[config.mk]
export PLATFORM = sky130hd
export DESIGN_NAME = program_counter
export DESIGN_NICKNAME = d
export VERILOG_FILES = /design/src/rtl/pc_pkg.sv /design/src/rtl/pc_next_sel.sv /design/src/rtl/program_counter.sv
export SDC_FILE = /design/constraint.sdc
export NUM_CORES = 1
export LEC_CHECK = 0
export ABC_AREA = 1
export CAP_MARGIN = 20
export CORE_AREA = 10 10 89 68
export CTS_CLUSTER_DIAMETER = 50
export DETAILED_ROUTE_END_ITERATION = 12
export DIE_AREA = 0 0 99 78
export PLACE_DENSITY = 0.74
export SLEW_MARGIN = 20
export SYNTH_ARGS = -nofsm -noshare
export SYNTH_HDL_FRONTEND = slang
export SYNTH_HIERARCHICAL = 1
export SYNTH_SLANG_ARGS = --single-unit
[constraint.sdc]
create_clock -name clk -period 2.3 [get_ports clk]
set_input_delay 0.69 -clock clk [delete_from_list [all_inputs] [get_ports clk]]
set_output_delay 0.69 -clock clk [all_outputs]
set_load 0.01 [all_outputs]
[src/rtl/pc_pkg.sv]
// Shared types for the fetch-stage program counter: widths, address type and
// the next-address source encoding.
package pc_pkg;

    localparam int PC_W   = 10;
    localparam int OFS_W  = 8;
    localparam int PAGE_W = PC_W - OFS_W;

    typedef logic [PC_W-1:0] pc_t;

    typedef enum logic [2:0] {
        PC_INC,
        PC_START,
        PC_CALL,
        PC_RET,
        PC_LJ,
        PC_JMP,
        PC_BR
    } pc_src_e;

endpackage

[src/rtl/pc_next_sel.sv]
// Priority encoder choosing where the next program-counter value comes from,
// plus the page index for long jumps.
module pc_next_sel
    import pc_pkg::*;
(
    input  logic              start_i,
    input  logic              jump2sub_i,
    input  logic              retfsub_i,
    input  logic [3:0]        lj_i,
    input  logic              branch_i,
    input  logic              jmp_i,
    input  logic              br_i,
    output pc_src_e           src_o,
    output logic [PAGE_W-1:0] page_o
);

    always_comb begin
        src_o  = PC_INC;
        page_o = '0;
        // Lowest long-jump index wins when several page strobes are set.
        if (lj_i[0]) begin
            page_o = 2'd0;
        end else if (lj_i[1]) begin
            page_o = 2'd1;
        end else if (lj_i[2]) begin
            page_o = 2'd2;
        end else if (lj_i[3]) begin
            page_o = 2'd3;
        end

        if (start_i) begin
            src_o = PC_START;
        end else if (jump2sub_i) begin
            src_o = PC_CALL;
        end else if (retfsub_i) begin
            src_o = PC_RET;
        end else if (|lj_i) begin
            src_o = PC_LJ;
        end else if (branch_i && jmp_i) begin
            src_o = PC_JMP;
        end else if (branch_i && br_i) begin
            src_o = PC_BR;
        end
    end

endmodule

[src/rtl/program_counter.sv]
// Fetch-stage program counter: registered 10-bit address updated every clock
// from the source picked by pc_next_sel.
module program_counter
    import pc_pkg::*;
(
    input  logic             clk,
    input  logic             rst_n,
    input  logic             start,
    input  logic             branch,
    input  logic             jizr,
    input  logic             jnzr,
    input  logic             bizr,
    input  logic             bnzr,
    input  logic             jump2sub,
    input  logic             retFsub,
    input  logic             lj0,
    input  logic             lj1,
    input  logic             lj2,
    input  logic             lj3,
    input  logic [OFS_W-1:0] rz,
    input  logic [PC_W-1:0]  start_address,
    input  logic [PC_W-1:0]  subroutine,
    input  logic [PC_W-1:0]  rl,
    input  logic [PC_W-1:0]  res,
    output logic [PC_W-1:0]  rp
);

    pc_src_e           src;
    logic [PAGE_W-1:0] lj_page;
    pc_t               rp_d;
    pc_t               rp_q = '0;

    pc_next_sel u_sel (
        .start_i    (start),
        .jump2sub_i (jump2sub),
        .retfsub_i  (retFsub),
        .lj_i       ({lj3, lj2, lj1, lj0}),
        .branch_i   (branch),
        .jmp_i      (jizr | jnzr),
        .br_i       (bizr | bnzr),
        .src_o      (src),
        .page_o     (lj_page)
    );

    always_comb begin
        rp_d = rp_q + pc_t'(1);
        case (src)
            PC_START: rp_d = start_address;
            PC_CALL:  rp_d = subroutine;
            PC_RET:   rp_d = rl;
            PC_LJ:    rp_d = {lj_page, rz};
            PC_JMP:   rp_d = res;
            // In-page branch keeps the current page bits.
            PC_BR:    rp_d = {rp_q[PC_W-1:OFS_W], rz};
            default:  rp_d = rp_q + pc_t'(1);
        endcase
    end

    always_ff @(posedge clk) begin
        if (!rst_n) begin
            rp_q <= '0;
        end else begin
            rp_q <= rp_d;
        end
    end

    assign rp = rp_q;

endmodule

---- After elaboration in Yosys (flattened, before gate mapping) ----
Cells that the tools add are included.
W data, S select, Z words.
cells by class
  equal/unequal tests ..................... 6
  add/sub/neg operators ................... 1
  reduce and logical (&&, ||, !) cells .... 3
  bitwise operators ....................... 2
  multiplexer cells ....................... 11
operator list
  cell                     count
  $pmux W10 S6             1
  $mux W3                  6
  $add A10 B1 Y10 const B  1
  $eq A3 B3 Y1 const B     3
  $mux W2                  4
  $eq A3 B2 Y1 const B     2
  $reduce_or A4 Y1         1
  $eq A3 B1 Y1 const B     1
  $logic_and A1 B1 Y1      2
  $or A1 B1 Y1             2
storage, ports and cells
  word-level logic and storage cells ...... 25
  bits of input ports ..................... 62
  flip-flop bits (word level) ............. 10
  output and inout bits ................... 10

---- Logic depth before layout (Yosys ltp) ----
  word-level depth ........................ 10
  depth in mapped cells ................... 17

---- By module ----
Netlist, hierarchy kept.
by module, submodules not included
  module           area each (um2)  times used  cells each
  program_counter  1078.5           1           192
  pc_next_sel      102.6            1           22

---- Least setup slack after synthesis ----
Ideal clock, no wire load.
  path kind ............................... input-to-reg
  start point ............................. in bnzr
  end point ............................... reg rp_q[3] (netlist: rp[3])
  setup slack ............................. 0.082 ns
  arrival time ............................ 2.101 ns
  cell stages on the path ................. 11
  buffers on the path ..................... 0
  cells stage by stage .................... or2_2 o21ai_0 a31oi_1 inv_4 nand2_4 nand2_4 inv_1 nand2_1 nand2_1 nor3_1 nor2_1
between the ends
  word-level cells in the longest chain between the ends .. 10
  elaborated cells between the ends (all ways) .. 15
  those cells by class .................... eq/ne: 6; mux: 7; bitwise: 1; reduce/logical: 1
RTL lines
  item                                  line                   RTL
  from (decl)                           program_counter.sv:13  input logic bnzr,
  $or A1 B1 Y1 (*)                      program_counter.sv:40  .br_i (bizr | bnzr),
  $logic_and A1 B1 Y1 (*)               pc_next_sel.sv:41      end else if (branch_i && br_i) begin
  $mux W3 (*)                           pc_next_sel.sv:41
  $mux W3 (*)                           pc_next_sel.sv:39      end else if (branch_i && jmp_i) begin
  $mux W3 (*)                           pc_next_sel.sv:37      end else if (|lj_i) begin
  $mux W3 (*)                           pc_next_sel.sv:35      end else if (retfsub_i) begin
  $mux W3 (*)                           pc_next_sel.sv:33      end else if (jump2sub_i) begin
  $mux W3 (*)                           pc_next_sel.sv:31      if (start_i) begin
  named net src[2]                      program_counter.sv:28  pc_src_e src;
  $eq A3 B3 Y1 (tied with other cells)  program_counter.sv:47  case (src)
  $pmux W10 S6 (*)                      program_counter.sv:47
  to (signal assigned)                  program_counter.sv:63  rp_q <= rp_d;
  to (decl)                             program_counter.sv:31  pc_t rp_q = '0;
Mark *: on every way through the listed nets, which the timed path passes. The rest lies on a longest branch.
A chain may end at the register's enable or synchronous reset.

---- Worst setup path in the final report ----
  start point ............................. in jump2sub
  end point ............................... reg rp_q[6] (netlist: rp[6])
between the ends
  word-level cells in the longest chain between the ends .. 4
  elaborated cells between the ends (all ways) .. 9
  those cells by class .................... eq/ne: 6; mux: 3
RTL lines
  item                                  line                   RTL
  from (decl)                           program_counter.sv:14  input logic jump2sub,
  $mux W3 (*)                           pc_next_sel.sv:33
  $mux W3 (*)                           pc_next_sel.sv:31
  named net src[2]                      program_counter.sv:28
  $eq A3 B3 Y1 (tied with other cells)  program_counter.sv:47
  $pmux W10 S6 (*)                      program_counter.sv:47
Marked as above.

==> reports/results.md <==
| Result | This run | Unit |
|---|---|---|
| Count of state elements after synthesis | 10 | - |
| Root Buffer Master | sky130_fd_sc_hd__clkbuf_8 | - |
| Worst hold-check path type | flip-flop to flip-flop | - |
| Share of synthesized flip-flops with an asynchronous set or reset | 0 | % |
| Sequential cell area fraction in the yosys report | 16.95 | % |
| Via count of the first global-routing pass | 1,603 | - |
| Vias per std cell | 4.631 | - |
| Number of antenna violations at the first check in global routing | 0 | - |
| Mean Syn Cell Area | 5.519 | µm² |
| Top cells by area, synth | sky130_fd_sc_hd__nand2_1 22%, sky130_fd_sc_hd__dfxtp_1 17%, sky130_fd_sc_hd__nor2_1 12% | - |
| CP Cell Sequence | clkdlybuf4s50_1, inv_2, nand2_1, a31oi_2, bufinv_8, nand2_8, nand2_8, nor2_8, buf_4, nand3_1, nand2_1, nor2_1 | - |
| Final global-route overflow total | 0 | - |
| CTS max path bufs | 2 | - |
| Category of the most critical setup path | input pin to flip-flop | - |
| Worst-path maximum fanout | 7 | - |
| Final period utilization | 96.87 | % |
| Sum of net half-perimeters after detailed placement | 3976 | µm |
| Final Critical Period | 2.228 | ns |
| DRC violation count after routing | 0 | - |
| Power Density | 352.3 | nW/µm² |
| Worst clock skew | 0.0005036 | ns |
| Placed instance count | 356 | - |
| Cell family with most CP delay | buffers and inverters | - |
| Count of hold-fix buffers inserted at cts | 0 | - |
| Core region area | 4493 | µm² |
| Type of origin of the critical path | input pin | - |
| Static leakage | 1.095 | nW |
| Fraction of layout cells with a size suffix above 1 | 21.79 | % |
| Largest net degree at the start of global routing | 11 | - |
| Final Hold Slack | 0.5768 | ns |
| Syn-to-layout area delta | 97.25 | % |
| Max cap viols | 0 | - |
| TNS Setup | 0 | ns |
| Fmax | 448.8 | MHz |
| Highest cell delay on the worst timing path | 0.43 | ns |
| Initial cell density of the core | 26.29 | % |
| Final ANT Viol Nets | 0 | - |
| Vias after detailed routing | 1,709 | - |
| Max-slew violation total from the final report | 0 | - |
| Routed WL per cell | 13.49 | µm |
| Clock buffers created by TritonCTS | 3 | - |
| Horizontal die dimension | 99 | µm |
| Total routing usage reported by global routing | 11.40 | % |
| CTS tree | done | - |
| Number of buffers and inverters on the critical path | 4 | - |
| Slew HR | 75.96 | % |
| Crit path max-delay cell type | sky130_fd_sc_hd__clkdlybuf4s50_1 | - |
| Synth Warn # | 6 | - |
| Placement Cell Area | 2062 | µm² |
| IR drop worst, VDD | 0.2234 | mV |
| Port Buffers | 71 | - |
| Net count of the mapped netlist | 277 | - |
| Routed wire length | 4977 | µm |
| Worst-path clk slew | 0.05 | ns |
| Post-Layout Inst Area | 2330 | µm² |
| Max reg flops | 10 | - |
| Top-Level Pins | 72 | - |
| Data arrival at the endpoint of the critical path | 2.35 | ns |
| Worst Path Required | 2.42 | ns |
| Transition at the pin with the smallest max-transition slack | 0.3595 | ns |
| Number of standard cells after synthesis | 214 | - |
| Die H | 78 | µm |
| First-iteration detailed-routing DRC count | 127 | - |
| Placement Rows | 21 | - |
| H-tree depth | 1 | - |
| Worst slack at placement | -0.4724 | ns |
| TritonCTS Sinks | 10 | - |
| Die area | 7722 | µm² |
| Final count of hold timing violations | 0 | - |
| Number of fill cells in the layout | 441 | - |
| Total of endpoints with negative setup slack in the final report | 0 | - |
| Number of cells in the finished layout apart from fillers | 369 | - |
| Number of enable flip-flop cells after synthesis | 0 | - |
| Total Nets Final | 377 | - |
| Final worst-path setup slack | 0.07199 | ns |
| Clock latency reported for the late side of the worst-skew pair | 0.23 | ns |
| Endpoint class of the critical path | flip-flop | - |
| Post-synth top flop | sky130_fd_sc_hd__dfxtp_1 | - |
| Post-synth design cell area | 1181 | µm² |
| First-pass GRT wire length | 7376 | µm |
| Number of distinct standard cells referenced by the synthesized netlist | 29 | - |
| Cell accounting for the most synthesized area | sky130_fd_sc_hd__nand2_1 | - |
| Run status | finished clean | - |
| Area share of the largest cell type after synthesis | 22.25 | % |
| Global placement routability congestion | 0.8233 | - |
| Pre-Repair DR Iteration Count | 4 | - |
| Count of antenna diodes in the layout | 0 | - |
## worst register-to-register path, cell delays in order (launching register included)
cell	delay [ns]
sky130_fd_sc_hd__dfxtp_1	0.39
sky130_fd_sc_hd__nand3_1	0.12
sky130_fd_sc_hd__nor2_1	0.30
sky130_fd_sc_hd__nand3_1	0.11
sky130_fd_sc_hd__nand2_1	0.07
sky130_fd_sc_hd__nand2_1	0.05
sky130_fd_sc_hd__nor2_1	0.12
sky130_fd_sc_hd__nor2_2	0.04
## timing repair
item,CTS,global route
gates resized for setup,17,33
setup buffers,4,6
pin swaps,15,24
setup endpoints to repair,10,10
hold endpoints to repair,0,0
## cells in the mapped netlist, types with 2 or more instances
library cell / number
sky130_fd_sc_hd__nand2_1: 70
sky130_fd_sc_hd__nor2_1: 38
sky130_fd_sc_hd__inv_1: 21
sky130_fd_sc_hd__nand3_1: 12
sky130_fd_sc_hd__dfxtp_1: 10
sky130_fd_sc_hd__a21oi_1: 7
sky130_fd_sc_hd__nand4_1: 7
sky130_fd_sc_hd__o21ai_0: 6
sky130_fd_sc_hd__nor2_2: 5
sky130_fd_sc_hd__nor3_1: 5
sky130_fd_sc_hd__inv_2: 3
sky130_fd_sc_hd__nand2_4: 3
sky130_fd_sc_hd__nand3b_1: 3
sky130_fd_sc_hd__o21ai_1: 3
sky130_fd_sc_hd__or2_2: 3
sky130_fd_sc_hd__a22oi_1: 2
sky130_fd_sc_hd__inv_4: 2
sky130_fd_sc_hd__nor2_8: 2
sky130_fd_sc_hd__o22ai_1: 2
## area by class of cell
class | count | area, µm² | area share [%]
inverter | 26 | 116.4 | 4.995
timing repair buffer | 99 | 943.4 | 40.49
multi-input combinational | 174 | 957.2 | 41.08
clock buffer | 3 | 41.29 | 1.772
sequential | 10 | 200.2 | 8.593
tap | 57 | 71.32 | 3.061
## kinds of logic (layout without fill, tap and decap cells)
family / after synthesis / in the layout / synth area share [%]
xor+xnor: 2 / 2 / 1.483
compound gates: 21 / 21 / 9.639
fa+ha+maj: 1 / 1 / 1.059
simple gates: 150 / 150 / 59.11
flops: 10 / 10 / 16.95
buf+inv: 30 / 128 / 11.76
## stage by stage
step | power [mW] | utilization, %
3_5_place_dp | 0.5871 | 45.89
6_report | 0.8208 | 51.85
3_3_place_gp | 0.5839 | 45.89
5_1_grt | 0.8727 | 51.85
4_1_cts | 0.7804 | 48.23
2_1_floorplan | 0.3821 | -
## report_power, final
part           internal (mW)  switching (mW)  total [mW]
sequential             0.194          0.0240       0.218
clock                  0.114          0.0646       0.179
combinational          0.236           0.187       0.423
## worst paths after layout
path	start	endpoint	slack, ns	cells after the start
min	rp[0]	rp[0]	0.58	3
max reg2reg	rp[2]	rp[7]	0.98	7
min reg2reg	rp[0]	rp[0]	0.58	3
max	jump2sub	rp[6]	0.07	12
## routing by layer
metal / vias up / routed length [µm] / track usage, %
li1: 877 / - / -
met1: 745 / 2106 / 13.41
met2: 77 / 2266 / 19.03
met3: 10 / 547 / 5.044
met4: 0 / 57 / 1.714
met5: - / 0 / 0
## placed cells by master (no fill, tap or decap), drive strengths merged
cell / count
nand2: 74
dlymetal6s2s: 5
ha: 1
nor2: 46
xnor2: 1
bufinv: 1
o21ai: 9
dlygate4sd2: 4
nor3: 5
xor2: 1
o22ai: 2
a31oi: 1
a21oi: 7
clkdlybuf4s50: 60
dfxtp: 10
nand3b: 3
buf: 28
nand3: 12
or2: 3
clkdlybuf4s15: 2
clkbuf: 3
nand4: 7
inv: 25
a22oi: 2
Power figures use the tool's default switching activity.
